==> src/rtl/cpu_pkg.sv <==
// Shared widths and opcode encodings for the 8-bit accumulator CPU.
// Consumed by the datapath, its ALU and the controller.
package cpu_pkg;

    localparam int DATA_W = 8;
    localparam int OP_W   = 2;
    localparam int ADR_W  = DATA_W - OP_W;

    typedef enum logic [OP_W-1:0] {
        OP_LDA = 2'b00,
        OP_ADD = 2'b01,
        OP_STA = 2'b10,
        OP_JMP = 2'b11
    } opcode_e;

endpackage

==> src/rtl/acc_cpu_datapath_if.sv <==
// Controller/memory <-> datapath signal bundle; acZero exists only with ACC_ZERO_FLAG_EN.
// Purely wiring: no storage, no flow control (strobes are single-cycle commands).
interface acc_cpu_datapath_if
    import cpu_pkg::*;
#(
    parameter int DW = DATA_W,
    parameter int AW = ADR_W,
    parameter int OW = OP_W
);
    logic          pass;
    logic          add;
    logic          ldAc;
    logic          ldIr;
    logic          incPc;
    logic          ldPc;
    logic          irOnAdr;
    logic          pcOnAdr;
    logic [DW-1:0] dataBusIn;
    logic [DW-1:0] dataBusOut;
    logic [AW-1:0] adrBus;
    logic [OW-1:0] opcode;
`ifdef ACC_ZERO_FLAG_EN
    logic          acZero;
`endif

    modport master (
        output pass, add, ldAc, ldIr, incPc, ldPc, irOnAdr, pcOnAdr, dataBusIn,
`ifdef ACC_ZERO_FLAG_EN
        input  acZero,
`endif
        input  dataBusOut, adrBus, opcode
    );

    modport slave (
        input  pass, add, ldAc, ldIr, incPc, ldPc, irOnAdr, pcOnAdr, dataBusIn,
`ifdef ACC_ZERO_FLAG_EN
        output acZero,
`endif
        output dataBusOut, adrBus, opcode
    );

endinterface

==> src/rtl/acc_alu.sv <==
// Combinational pass/add unit: add (priority) gives a+b mod 2^DATA_W, otherwise passes b.
// Zero latency; no backpressure.
module acc_alu
    import cpu_pkg::*;
#(
    parameter int W = DATA_W
) (
    input  logic [W-1:0] a,
    input  logic [W-1:0] b,
    input  logic         pass,
    input  logic         add,
    output logic [W-1:0] result
);

    always_comb begin
        result = b;
        if (add) begin
            result = a + b;  // carry intentionally dropped
        end else if (pass) begin
            result = b;
        end
    end

endmodule

==> src/rtl/acc_cpu_datapath.sv <==
// AC/IR/PC registers, ALU and address mux of the accumulator CPU; optional acZero via ACC_ZERO_FLAG_EN.
// Loads visible one cycle after the strobe edge, adrBus is combinational; no backpressure.
module acc_cpu_datapath
    import cpu_pkg::*;
#(
    parameter int DW = DATA_W,
    parameter int AW = ADR_W,
    parameter int OW = OP_W
) (
    input  logic                clk,
    input  logic                rst_n,
    acc_cpu_datapath_if.slave   bus
);

    logic [DW-1:0] ac_q, ac_d;
    logic [DW-1:0] ir_q, ir_d;
    logic [AW-1:0] pc_q, pc_d;
    logic [DW-1:0] alu_result;

    acc_alu #(.W(DW)) u_alu (
        .a      (ac_q),
        .b      (bus.dataBusIn),
        .pass   (bus.pass),
        .add    (bus.add),
        .result (alu_result)
    );

    always_comb begin
        ac_d = ac_q;
        ir_d = ir_q;
        pc_d = pc_q;
        if (bus.ldAc) begin
            ac_d = alu_result;
        end
        if (bus.ldIr) begin
            ir_d = bus.dataBusIn;
        end
        // Jump target comes from the pre-edge IR, even if IR reloads on this edge.
        if (bus.ldPc) begin
            pc_d = ir_q[AW-1:0];
        end else if (bus.incPc) begin
            pc_d = pc_q + AW'(1);
        end
    end

    always_ff @(posedge clk or negedge rst_n) begin
        if (!rst_n) begin
            ac_q <= '0;
            ir_q <= '0;
            pc_q <= '0;
        end else begin
            ac_q <= ac_d;
            ir_q <= ir_d;
            pc_q <= pc_d;
        end
    end

    always_comb begin
        bus.adrBus = '0;
        if (bus.irOnAdr) begin
            bus.adrBus = ir_q[AW-1:0];
        end else if (bus.pcOnAdr) begin
            bus.adrBus = pc_q;
        end
    end

    assign bus.dataBusOut = ac_q;
    assign bus.opcode     = ir_q[DW-1 -: OW];

`ifdef ACC_ZERO_FLAG_EN
    assign bus.acZero = (ac_q == '0);
`endif

endmodule

==> src/flat_wrapper.sv <==
// flat-port wrapper written by rule: the top's interface ports become plain ports
module acc_cpu_datapath_flat import cpu_pkg::*;
#(
    parameter int DW = DATA_W,
    parameter int AW = ADR_W,
    parameter int OW = OP_W
)
  (clk, rst_n, bus_pass, bus_add, bus_ldAc, bus_ldIr, bus_incPc, bus_ldPc, bus_irOnAdr, bus_pcOnAdr, bus_dataBusIn, bus_dataBusOut, bus_adrBus, bus_opcode);
  acc_cpu_datapath_if #(.DW(DW), .AW(AW), .OW(OW)) bus_i ();
  input  logic clk;
  input  logic rst_n;
  input wire logic [$bits(bus_i.pass)-1:0] bus_pass;
  input wire logic [$bits(bus_i.add)-1:0] bus_add;
  input wire logic [$bits(bus_i.ldAc)-1:0] bus_ldAc;
  input wire logic [$bits(bus_i.ldIr)-1:0] bus_ldIr;
  input wire logic [$bits(bus_i.incPc)-1:0] bus_incPc;
  input wire logic [$bits(bus_i.ldPc)-1:0] bus_ldPc;
  input wire logic [$bits(bus_i.irOnAdr)-1:0] bus_irOnAdr;
  input wire logic [$bits(bus_i.pcOnAdr)-1:0] bus_pcOnAdr;
  input wire logic [$bits(bus_i.dataBusIn)-1:0] bus_dataBusIn;
  output wire logic [$bits(bus_i.dataBusOut)-1:0] bus_dataBusOut;
  output wire logic [$bits(bus_i.adrBus)-1:0] bus_adrBus;
  output wire logic [$bits(bus_i.opcode)-1:0] bus_opcode;
  assign bus_i.pass = bus_pass;
  assign bus_i.add = bus_add;
  assign bus_i.ldAc = bus_ldAc;
  assign bus_i.ldIr = bus_ldIr;
  assign bus_i.incPc = bus_incPc;
  assign bus_i.ldPc = bus_ldPc;
  assign bus_i.irOnAdr = bus_irOnAdr;
  assign bus_i.pcOnAdr = bus_pcOnAdr;
  assign bus_i.dataBusIn = bus_dataBusIn;
  assign bus_dataBusOut = bus_i.dataBusOut;
  assign bus_adrBus = bus_i.adrBus;
  assign bus_opcode = bus_i.opcode;
  acc_cpu_datapath #(.DW(DW), .AW(AW), .OW(OW)) u_core (.clk(clk), .rst_n(rst_n), .bus(bus_i));
endmodule
==> config.mk <==
export PLATFORM = sky130hd
export DESIGN_NAME = acc_cpu_datapath_flat
export DESIGN_NICKNAME = d
export VERILOG_FILES = /design/src/rtl/cpu_pkg.sv /design/src/rtl/acc_cpu_datapath_if.sv /design/src/rtl/acc_alu.sv /design/src/rtl/acc_cpu_datapath.sv /design/src/flat_wrapper.sv
export SDC_FILE = /design/constraint.sdc
export NUM_CORES = 1
export LEC_CHECK = 0
export ABC_AREA = 1
export CAP_MARGIN = 20
export CORE_MARGIN = 2
export CORE_UTILIZATION = 45
export DETAILED_ROUTE_END_ITERATION = 12
export MAX_ROUTING_LAYER = met4
export PLACE_DENSITY = 0.73
export SLEW_MARGIN = 5
export SYNTH_ARGS = -nofsm -noshare
export SYNTH_HDL_FRONTEND = slang
export SYNTH_SLANG_ARGS = --single-unit
==> constraint.sdc <==
create_clock -name clk -period 1.99 [get_ports clk]
set_input_delay 0.2985 -clock clk [delete_from_list [all_inputs] [get_ports clk]]
set_output_delay 0.2985 -clock clk [all_outputs]
set_load 0.02 [all_outputs]
==> metrics <==
post-DR wirelength/cell roughly 12 microns; post-route DRC violation count 0; Final Total Pwr about 1.3 mW; crit path kind input pin to register; dpl hpwl approximately 2.5 mm; Reg2Reg Setup Slack around 0.30 ns; share of cells above drive strength 1 around 7.2%; Synth Flop Type dfrtp_1; syn_area_per_cell 7.64 sq um; Clock Latency Late Sink roughly 0.30 ns; Relative slew margins approximately two thirds; Worst EP arrival just under 2 ns; RD Place Congestion a little under 0.9; Hold Crit Class input pin to async pin; post-synthesis sequential area ratio roughly two fifths; Syn Std Cell Area around 1400 sq um; cell mode on critical path nand2_1; full die area 3620 sq um; CP endpoint u_core.bus.dataBusOut[4]; Die X-Extent ~60 microns; via-per-instance ratio a little over 5; Post-Layout Cell Count roughly 270; vias in the first global route 1257; Synth warnings 0; Fin Clk Skew between 0.002 and 0.0025 ns; Register-to-Register Path Depth 10; n_diodes 0; Post-synth EDFFs 0; CP max-delay cell clkdlybuf4s50_1; drt total wl around 3.1 mm; Post-Synthesis Cells between 150 and 200; unrepaired setup endpoints after global routing false; antenna violations before repair 0; Synth-to-Final Area Change 28.6%; Worst Setup SP bus_dataBusIn[0]; status complete, no violations; Worst-path clk slew 0.11 ns; final core occ between 60 and 70%; Root Driver clkbuf_4; crit-path max FO 2; fin nets 250; I/O Buffers 32; Fmax between 0.5 and 0.6 GHz; clk sinks 22; Max Slew Vio Count 0; die height roughly 60 microns; drt first-iter violations a little over 60; Initial Utilization a little under half; Mapped Nets around 210; reg2reg start u_core.bus.dataBusOut[0]; synthesis-stage register bit count 22; vias approximately 1300; Rows 20; CP Buf/Inv Count 3; max-cap viol count 0; Reg-to-Reg End u_core.bus.dataBusOut[4]; first-pass GRT wire length between 5 and 6 mm; Leakage slightly above 0.9 nW; largest net degree at the start of global routing 23; Overall Global Routing Usage 20.2%; CTS Buffer Depth 2; synth unique cells 27; Slew @ Worst Pin between 0.4 and 0.5 ns; Async SR Flop Fraction 100%; Core Region 3030 sq um; Critical Path Start Type input pin; kind of cell adding the most delay to the critical path buffers and inverters; IO Pins 34; slowest cell delay on critical path 0.48 ns; Max rail drop VDD 353 uV; total gr overflow 0; critical path capture point type register; CP required ~2.2 ns; Setup violations, final 0; H-tree depth 1; PD cells slightly above 700 nW/um^2; Inserted Clock Buffers 3; First-pass DRT Iterations 4; CTS tree built; Final period util roughly nine tenths; placed insts approximately 260; crit path time final about 1.8 ns; number of cells on the critical path 11; setup TNS 0 ns; Final ANT Viol Nets 0; Final Hold Vio Count 0; ordered cell list for the critical path clkdlybuf4s50_1 > ha_1 > inv_1 > fa_1 > inv_1 > nand2_1 > nand2_1 > nand2_1 > xnor2_1 > nand2_1 > a21oi_1
## worst register-to-register path: cells and delay by family (launching register included)
family | cells | cell delay, ns
fa+ha+maj | 2 | 0.55
flops | 1 | 0.40
buf+inv | 2 | 0.13
compound gates | 1 | 0.11
simple gates | 4 | 0.29
xor+xnor | 1 | 0.14
## area by class of cell
type | count | area, sq um
fill | 280 | 1200
tap | 44 | 55.1
multi-input combinational | 130 | 729
timing repair buffer | 37 | 362
clock buffer | 3 | 22.5
inverter | 29 | 109
sequential | 22 | 551
## synthesized netlist by cell type (2+ instances only)
| cell type | count | area [sq um] |
|---|---|---|
| o21ai_0 | 10 | 50.1 |
| ha_1 | 8 | 100 |
| dfrtp_1 | 22 | 551 |
| nand2_1 | 42 | 158 |
| o21ai_1 | 4 | 20.0 |
| xor2_1 | 4 | 35.0 |
| nand3_1 | 13 | 65.1 |
| buf_2 | 2 | 10.0 |
| nor2_1 | 16 | 60.1 |
| xnor2_1 | 2 | 17.5 |
| inv_2 | 2 | 7.51 |
| o22ai_1 | 3 | 18.8 |
| buf_4 | 3 | 22.5 |
| nand3b_1 | 2 | 15.0 |
| o221ai_1 | 2 | 17.5 |
| a21oi_1 | 14 | 70.1 |
| inv_1 | 27 | 101 |
## where the power goes
group	leakage (nW)	internal (mW)	switching (mW)	total, mW
sequential	0.261	0.508	0.0505	0.558
combinational	0.655	0.257	0.307	0.564
clock	0.0138	0.0705	0.125	0.196
## state kept, by name, indices dropped and copies added (netlist names)
name                   flops
u_core.bus.dataBusOut      8
u_core.ir_q                8
u_core.pc_q                6
## worst min-delay path by stage
stage	to	slack, ns
CTS	u_core.ir_q[3]	0.34
floorplan	u_core.bus.dataBusOut[0]	0.003
detailed placement	u_core.bus.dataBusOut[7]	0.51
global placement	u_core.bus.dataBusOut[6]	0.50
global route	u_core.ir_q[6]	0.35
finish	u_core.pc_q[2]	0.34
## layout by cell type (no fill, tap or decap)
cell type / synthesis / layout
a21oi_2: 1 / 1
xor2_1: 4 / 4
ha_1: 8 / 8
or2_4: 1 / 1
buf_4: 3 / 5
clkdlybuf4s50_1: 0 / 26
dfrtp_1: 22 / 22
nand2_1: 42 / 42
or2_2: 1 / 1
dlymetal6s2s_1: 0 / 3
nand3_1: 13 / 13
nor3_2: 1 / 1
xor2_2: 1 / 1
a21oi_1: 14 / 14
xnor2_1: 2 / 2
o21ai_1: 4 / 4
clkbuf_4: 0 / 3
nand2_4: 1 / 1
inv_2: 2 / 2
nand3b_1: 2 / 2
a22oi_1: 1 / 1
fa_1: 1 / 1
o211ai_1: 1 / 1
o22ai_1: 3 / 3
o221ai_1: 2 / 2
dlygate4sd2_1: 0 / 3
o21ai_0: 10 / 10
or2_1: 1 / 1
nor2_1: 16 / 16
inv_1: 27 / 27
## kinds of logic (layout without fill, tap and decap cells)
logic type | count (synthesis) | count (layout) | synth area share [%]
xor+xnor | 7 | 7 | 4.84
flops | 22 | 22 | 38.7
fa+ha+maj | 9 | 9 | 8.45
buf+inv | 34 | 69 | 9.95
simple gates | 78 | 78 | 23.9
compound gates | 36 | 36 | 14.1
## repair_timing
| item | 4_1_cts | 5_1_grt |
|---|---|---|
| gates resized for setup | 3 | 3 |
| hold buffers | 0 | 0 |
| gates cloned | 0 | 0 |
| setup endpoints to repair | 3 | 3 |
| setup buffers | 0 | 0 |
## routing by layer
| metal | share of wire (%) | vias to the layer above | track usage (%) |
|---|---|---|---|
| met4 | 1.5 | 0 | 6.35 |
| met2 | 50 | 41 | 34.9 |
| met1 | 43 | 618 | 24.4 |
| met3 | 5.0 | 8 | 2.60 |
| li1 | - | 671 | - |
| met5 | 0 | - | - |
## per-stage QoR
step	area (sq um)	hold slack, ns	worst slack (ns)
floorplan	1420	0.00291	0.349
global placement	1800	0.498	-0.0315
detailed placement	1800	0.513	-0.0776
CTS	1820	0.343	0.0356
global route	1830	0.346	0.0816
finish	1830	0.338	0.231
Note: power is estimated with default switching activity, not from simulation.
